<file path="src/rtl/frame_writer.sv">
// rtl/frame_writer.sv - packs FIFO pixels into memory words and writes one frame per start
// Optional pixel checksum accumulator: define FRAME_WRITER_CHECKSUM_EN.
module frame_writer #(
  parameter int DWIDTH     = 8,
  parameter int IMG_WIDTH  = 720,
  parameter int IMG_HEIGHT = 540,
  parameter int PACK       = 4,
  parameter int ADDR_WIDTH = 20,
  parameter int BASE_ADDR  = 0,
  localparam int XW = (IMG_WIDTH  > 1) ? $clog2(IMG_WIDTH)  : 1,
  localparam int YW = (IMG_HEIGHT > 1) ? $clog2(IMG_HEIGHT) : 1
) (
  input  logic                     clock,
  input  logic                     reset,
  input  logic                     start,
  output logic                     fifo_rd_en,
  input  logic [DWIDTH-1:0]        fifo_dout,
  input  logic                     fifo_empty,
  output logic                     mem_wr_en,
  output logic [ADDR_WIDTH-1:0]    mem_addr,
  output logic [PACK*DWIDTH-1:0]   mem_wdata,
  input  logic                     mem_ready,
  output logic                     busy,
  output logic                     frame_done,
  output logic [XW-1:0]            pix_x,
  output logic [YW-1:0]            pix_y,
  output logic [15:0]              checksum
);

  localparam int TOTAL = IMG_WIDTH * IMG_HEIGHT;
  localparam int CW    = $clog2(TOTAL + 1);
  localparam int LW    = (PACK > 1) ? $clog2(PACK) : 1;

  typedef enum logic [1:0] {IDLE, COLLECT, WRITE, DONE} state_t;

  state_t                   state;
  state_t                   state_next;
  logic [LW-1:0]            lane_cnt;
  logic [CW-1:0]            pix_cnt;
  logic [PACK*DWIDTH-1:0]   pack_reg;
  logic                     pop;
  logic                     accept;
  logic                     last_lane;
  logic                     last_pix;
  logic                     frame_full;

  assign pop        = (state == COLLECT) && !fifo_empty;
  assign accept     = (state == WRITE) && mem_ready;
  assign last_lane  = (lane_cnt == LW'(PACK - 1));
  assign last_pix   = (pix_cnt == CW'(TOTAL - 1));
  assign frame_full = (pix_cnt == CW'(TOTAL));
  assign mem_wdata  = pack_reg;

  always_ff @(posedge clock or negedge reset) begin
    if (!reset) begin
      state <= IDLE;
    end else begin
      state <= state_next;
    end
  end

  always_comb begin
    state_next = state;
    fifo_rd_en = 1'b0;
    mem_wr_en  = 1'b0;
    frame_done = 1'b0;
    busy       = (state != IDLE);
    case (state)
      IDLE: begin
        if (start) begin
          state_next = COLLECT;
        end
      end
      COLLECT: begin
        fifo_rd_en = !fifo_empty;
        if (pop && (last_lane || last_pix)) begin
          state_next = WRITE;
        end
      end
      WRITE: begin
        mem_wr_en = 1'b1;
        if (mem_ready) begin
          state_next = frame_full ? DONE : COLLECT;
        end
      end
      DONE: begin
        frame_done = 1'b1;
        state_next = IDLE;
      end
      default: state_next = IDLE;
    endcase
  end

  // Lanes past the last pixel of a partial word stay zero because the pack
  // register is cleared on every accepted write and on start.
  always_ff @(posedge clock or negedge reset) begin
    if (!reset) begin
      lane_cnt <= '0;
      pix_cnt  <= '0;
      pix_x    <= '0;
      pix_y    <= '0;
      pack_reg <= '0;
      mem_addr <= '0;
    end else begin
      case (state)
        IDLE: begin
          if (start) begin
            lane_cnt <= '0;
            pix_cnt  <= '0;
            pix_x    <= '0;
            pix_y    <= '0;
            pack_reg <= '0;
            mem_addr <= ADDR_WIDTH'(BASE_ADDR);
          end
        end
        COLLECT: begin
          if (pop) begin
            for (int i = 0; i < PACK; i++) begin
              if (lane_cnt == LW'(i)) begin
                pack_reg[i*DWIDTH +: DWIDTH] <= fifo_dout;
              end
            end
            lane_cnt <= lane_cnt + 1'b1;
            pix_cnt  <= pix_cnt + 1'b1;
            if (pix_x == XW'(IMG_WIDTH - 1)) begin
              pix_x <= '0;
              pix_y <= (pix_y == YW'(IMG_HEIGHT - 1)) ? '0 : pix_y + 1'b1;
            end else begin
              pix_x <= pix_x + 1'b1;
            end
          end
        end
        WRITE: begin
          if (accept) begin
            mem_addr <= mem_addr + 1'b1;
            pack_reg <= '0;
            lane_cnt <= '0;
          end
        end
        default: ;
      endcase
    end
  end

`ifdef FRAME_WRITER_CHECKSUM_EN
  logic [15:0] csum;

  always_ff @(posedge clock or negedge reset) begin
    if (!reset) begin
      csum <= '0;
    end else if ((state == IDLE) && start) begin
      csum <= '0;
    end else if (pop) begin
      csum <= csum + 16'(fifo_dout);
    end
  end

  assign checksum = csum;
`else
  assign checksum = 16'h0000;
`endif

endmodule

</file>
<file path="config.mk">
export PLATFORM = sky130hd
export DESIGN_NAME = frame_writer
export DESIGN_NICKNAME = d
export VERILOG_FILES = /design/src/rtl/frame_writer.sv
export SDC_FILE = /design/constraint.sdc
export NUM_CORES = 1
export LEC_CHECK = 0
export ABC_AREA = 0
export CORE_MARGIN = 8
export CORE_UTILIZATION = 30
export CTS_BUF_LIST = sky130_fd_sc_hd__clkbuf_4 sky130_fd_sc_hd__clkbuf_8 sky130_fd_sc_hd__clkbuf_16
export DETAILED_ROUTE_END_ITERATION = 12
export DONT_BUFFER_PORTS = 1
export GPL_TIMING_DRIVEN = 0
export SLEW_MARGIN = 20
export SYNTH_ARGS = -nofsm -noshare
export SYNTH_HDL_FRONTEND = slang
export SYNTH_SLANG_ARGS = --single-unit
export TNS_END_PERCENT = 30
</file>
<file path="constraint.sdc">
create_clock -name clock -period 3.7 [get_ports clock]
set_input_delay 0.37 -clock clock [delete_from_list [all_inputs] [get_ports clock]]
set_output_delay 0.37 -clock clock [all_outputs]
set_load 0.005 [all_outputs]
</file>
# [Word level (Yosys, flattened, before mapping)]
# Cells that the tools add are included.
[word_totals] elab_cells=89 input_bits=13 out_inout_bits=92 ff_bits=95
[op_classes] n_eq_ne=20 n_mux=34 n_reduce_logical=20 addsub=5
[ops] cell="$mux 32" count=3
[ops] cell="$pmux 32 s3" count=1
[ops] cell="$mux 10" count=6
[ops] cell="$mux 20" count=2
[ops] cell="$pmux 10 s2" count=2
[ops] cell="$pmux 20 s2" count=1
[ops] cell="$eq 19x19->1 const B" count=2
[ops] cell="$mux 19" count=2
[ops] cell="$pmux 19 s2" count=1
[ops] cell="$mux 8" count=4
[ops] cell="$add 10x1->10 const B" count=2
[ops] cell="$add 20x1->20 const B" count=1
[ops] cell="$eq 10x10->1 const B" count=2
[ops] cell="$reduce_and 5->1" count=4
[ops] cell="$add 19x1->19 const B" count=1
[ops] cell="$mux 2" count=7
[ops] cell="$ne 2x1->1 const B" count=5
[ops] cell="$ne 2x2->1 const B" count=5
[ops] cell="$reduce_and 3->1" count=3
[ops] cell="$eq 2x2->1 const B" count=4
[ops] cell="$pmux 2 s4" count=1
[ops] cell="$reduce_and 4->1" count=2
[ops] cell="$pmux 2 s3" count=1
[ops] cell="$reduce_bool 2->1" count=3
[ops] cell="8 further kinds" count=14

# [Longest topological paths before layout]
[logic_depth] ltp_word=5 mapped_depth=7 ltp_nobuf=5

# [Least setup slack after synthesis]
# Ideal clock, no wire load.
[synth_timing] path_type="reg2reg" from="reg state[1]" to="reg pix_y[9]" arrival_ps=1858 period_less_slack_ps=1976 path_stages_with_launch=6 required_ps=3582 setup_time_ps=118 setup_slack_ps=1724 path_buffers=1 cell_sequence="dfrtp_1 -> or3b_1 -> buf_2 -> or4_4 -> a32o_1 -> a21o_1"
[synth_via] elab_chain_len=4 word_cells_on_any_way=9 classes_between="eq/ne (4); mux (1); reduce/logical (4)"
[synth_lines] element="start: declaration" line_no="36" text="state_t state;"
[synth_lines] element="start signal: assignment" line_no="58" text="state <= state_next;"
[synth_lines] element="$eq 2x1->1" line_no="47, 105"
[synth_lines] element="$logic_and 1x1->1" line_no="47" text="assign pop = (state == COLLECT) && !fifo_empty;"
[synth_lines] element="$ne 2x2->1 (no line)"
[synth_lines] element="$reduce_and 4->1 (no line)"
[synth_lines] element="end signal: assignment" line_no="127" text="pix_y <= (pix_y == YW'(IMG_HEIGHT - 1)) ? '0 : pix_y + 1'b1;"
[synth_lines] element="end: declaration" line_no="26" text="output logic [YW-1:0] pix_y,"
# Several ways; a longest one is shown, not always the timed one.
# A chain may end at the register's enable or synchronous reset.

# [Worst setup path in the final report]
[layout_timing] from="reg state[1]" to="reg pix_cnt[13]"
[layout_via] elab_chain_len=4 word_cells_on_any_way=8 classes_between="eq/ne (3); mux (1); reduce/logical (4)"
[layout_lines] element="$eq 2x1->1" line_no="47, 105"
[layout_lines] element="$logic_and 1x1->1" line_no="47"
[layout_lines] element="$ne 2x2->1 (no line)"
[layout_lines] element="$reduce_and 3->1 (no line)"
[layout_lines] element="end signal: assignment" line_no="124" text="pix_cnt <= pix_cnt + 1'b1;"
[layout_lines] element="end: declaration" line_no="39" text="logic [CW-1:0] pix_cnt;"
# Several ways; a longest one is shown, not always the timed one.

==> results_dict.tcl <==
set metrics [dict create \
    wl_um 13000 \
    synthToLayoutAreaGrowth_pct 13.3 \
    worstPathCellList "buf_2 > nor3b_1 > clkbuf_1 > clkbuf_1 > a21oi_1" \
    crit_path_max_fanout 10 \
    synth-edff-count 0 \
    fmax_mhz 442 \
    layout_common_cells "95 x dfrtp_1, 38 x nand2_1, 33 x mux2_2" \
    slew_headroom 0.392 \
    cp-start-kind "flop" \
    clock_path_buffers 2 \
    first_global_vias 3806 \
    cp_slowest_cell "clkbuf_1" \
    ant_nets 0 \
    pin_count 105 \
    drt-initial-drc-count 241 \
    track_usage 0.127 \
    die_w_um 145 \
    cts_tree "built" \
    p_leak_nw 2.45 \
    drt_first_pass_iters 4 \
    grt_pass1_wl_um 21500 \
    top_usage_layer "met2" \
    cts_setup_buffers 0 \
    syn_area_mm2 0.00502 \
    synth-main-ff-cell "dfrtp_1" \
    cpMostUsedCell "clkbuf_1" \
    placementRows 47 \
    grtUsageMet1 0.152 \
    ir_drop_uv 302 \
    ys_seq_area_frac 0.474 \
    finalSetupViolCount 0 \
    cp_slowest_stage_delay_ns 0.51 \
    wl_per_cell_um 17.8 \
    fin_crit_sh 0.611 \
    core_mm2 0.0165 \
    min_path_type "input pin to flop" \
    worst_pin_slew_ns 0.912 \
    dpl.cell_count 714 \
    final_common_cell "dfrtp_1" \
    viasPerCell 5.15 \
    dp.final_hpwl_um 9620 \
    drv_cap 0 \
    routabilityCongestion 0.812 \
    p_per_area_mw_per_mm2 633 \
    cts.clk_slew.worst_paths_ns 0.08 \
    cts_sinks 95 \
    critical_path_class "flop to flop" \
    hold_violations 0 \
    met3_usage 0.0482 \
    syn_area_per_cell_um2 10.5 \
    synth_warnings 0 \
    h-tree-depth 3 \
    grt_max_degree 96 \
    layout.nets 529 \
    crit_arrival_ns 2.47 \
    clk_root_buffer_cell "clkbuf_16" \
    status "finished clean" \
    start_util 0.305 \
    maxSlewViolCount 0 \
    fin_setup_tns_ns 0 \
    cts_made_buffers 9 \
    fin_crit_ns 2.26 \
    antenna_found_initial 0 \
    synthCells 479 \
    use_met2 0.203 \
    async_reset_ff_frac 1.00 \
    clk_latency_ns 0.36 \
    rsz0062_at_grt "no" \
    overflow 0 \
    fin_skew_ns 0.00878 \
    layoutNonFillerInstCount 732 \
    port_buffers 0 \
    layout-drive-gt1-share 0.164 \
    die_h_um 145 \
    yosysUniqueCellTypes 64 \
    die-area_mm2 0.0211 \
    vias 3771 \
    ys_ff_latch 95 \
    drc 0 \
    n_antenna_cell 0 \
    end_kind "flop" \
    cp.required_ns 3.91 \
]
[report_power, final]
| group | switching, mW | internal, mW |
|---|---|---|
| clock network | 0.462 | 0.480 |
| logic | 0.611 | 0.500 |
| registers | 0.270 | 1.28 |
| total | 1.34 | 2.26 |
[through the flow]
| step | util | cell area, um^2 | worst slack [ns] | power, mW | hold slack, ns |
|---|---|---|---|---|---|
| after floorplan | - | 5070 | 1.72 | 2.32 | 0.0744 |
| after global placement | 0.325 | 5350 | 1.47 | 2.63 | 0.0792 |
| after detailed placement | 0.325 | 5350 | 1.43 | 2.68 | 0.0777 |
| after CTS | 0.345 | 5690 | 1.40 | 3.66 | 0.135 |
| after global routing | 0.345 | 5690 | 1.22 | 3.84 | 0.136 |
| final | 0.345 | 5690 | 1.44 | 3.60 | 0.147 |
[layout make-up]
| cell class | count | area [um^2] |
|---|---|---|
| fillers | 1633 | 10800 |
| repair buffers | 2 | 37.5 |
| clock buffers | 9 | 225 |
| flip-flops and latches | 95 | 2380 |
| inverters | 13 | 48.8 |
| clock inverters | 7 | 73.8 |
| well taps | 220 | 275 |
| plain buffers | 38 | 231 |
| multi-input cells | 348 | 2420 |
[timing repair]
action                    CTS  global route
hold buffers                2             0
resized for setup           0             0
hold endpoints to repair   95             0
[registers in the layout, summed over array words and instances, names as in the netlist]
register	count
state	2
pix_x	10
pix_cnt	19
mem_wdata	32
mem_addr	20
lane_cnt	2
pix_y	10
[Yosys cell counts, drive strengths merged (6+ instances only)]
| cell | n | share of area |
|---|---|---|
| a21oi | 23 | 0.025 |
| nand3 | 18 | 0.018 |
| a221o | 6 | 0.012 |
| nor2 | 26 | 0.019 |
| buf | 25 | 0.036 |
| and2 | 11 | 0.014 |
| o31ai | 15 | 0.022 |
| nor3b | 6 | 0.0090 |
| or4 | 11 | 0.017 |
| mux2 | 34 | 0.076 |
| inv | 12 | 0.0090 |
| ha | 9 | 0.022 |
| a31oi | 6 | 0.0075 |
| xnor2 | 9 | 0.016 |
| and3 | 7 | 0.0087 |
| nand2 | 38 | 0.028 |
| nand2b | 10 | 0.014 |
| o21ai | 13 | 0.014 |
| nand4 | 8 | 0.010 |
| or3 | 9 | 0.011 |
| clkbuf | 13 | 0.0097 |
| a41o | 6 | 0.012 |
| dfrtp | 95 | 0.47 |
[final timing paths]
path,endpoint,slack (ns),depth (start not counted),startpoint
hold / removal,mem_addr[1],0.15,2,mem_ready
setup / recovery,pix_cnt[13],1.44,5,state[1]
hold reg to reg,mem_wdata[15],0.55,1,mem_wdata[15]
setup reg to reg,pix_cnt[13],1.44,5,state[1]
min in group asynchronous,mem_wdata[5],0.57,2,reset
max in group asynchronous,pix_cnt[11],2.72,2,reset
[routing by layer]
layer | wire length (um) | up-vias
li1 | - | 1807
met1 | 5420 | 1853
met2 | 6220 | 96
met3 | 1150 | 15
met4 | 255 | 0
met5 | 0 | -
[cell families (layout without fill, tap and decap cells)]
logic type                 Yosys count  count (layout)  synth area share
DFF                                 95              95             0.474
adders and majority gates            9               9            0.0224
muxes                               38              38            0.0843
other                                1              16          0.000747
buffers and inverters               51              69            0.0558
xor gates and xnor gates            14              14            0.0244
and+or+nand+nor                    171             171             0.191
AOI/OAI and AO/OA                  100             100             0.148
[critical path, delay by kind of cell, from the launching register on]
family	cells	cell delay [ns]
buffers and inverters	3	1.16
and+or+nand+nor	1	0.43
AOI/OAI and AO/OA	1	0.10
DFF	1	0.42
Power figures use the tool's default switching activity.
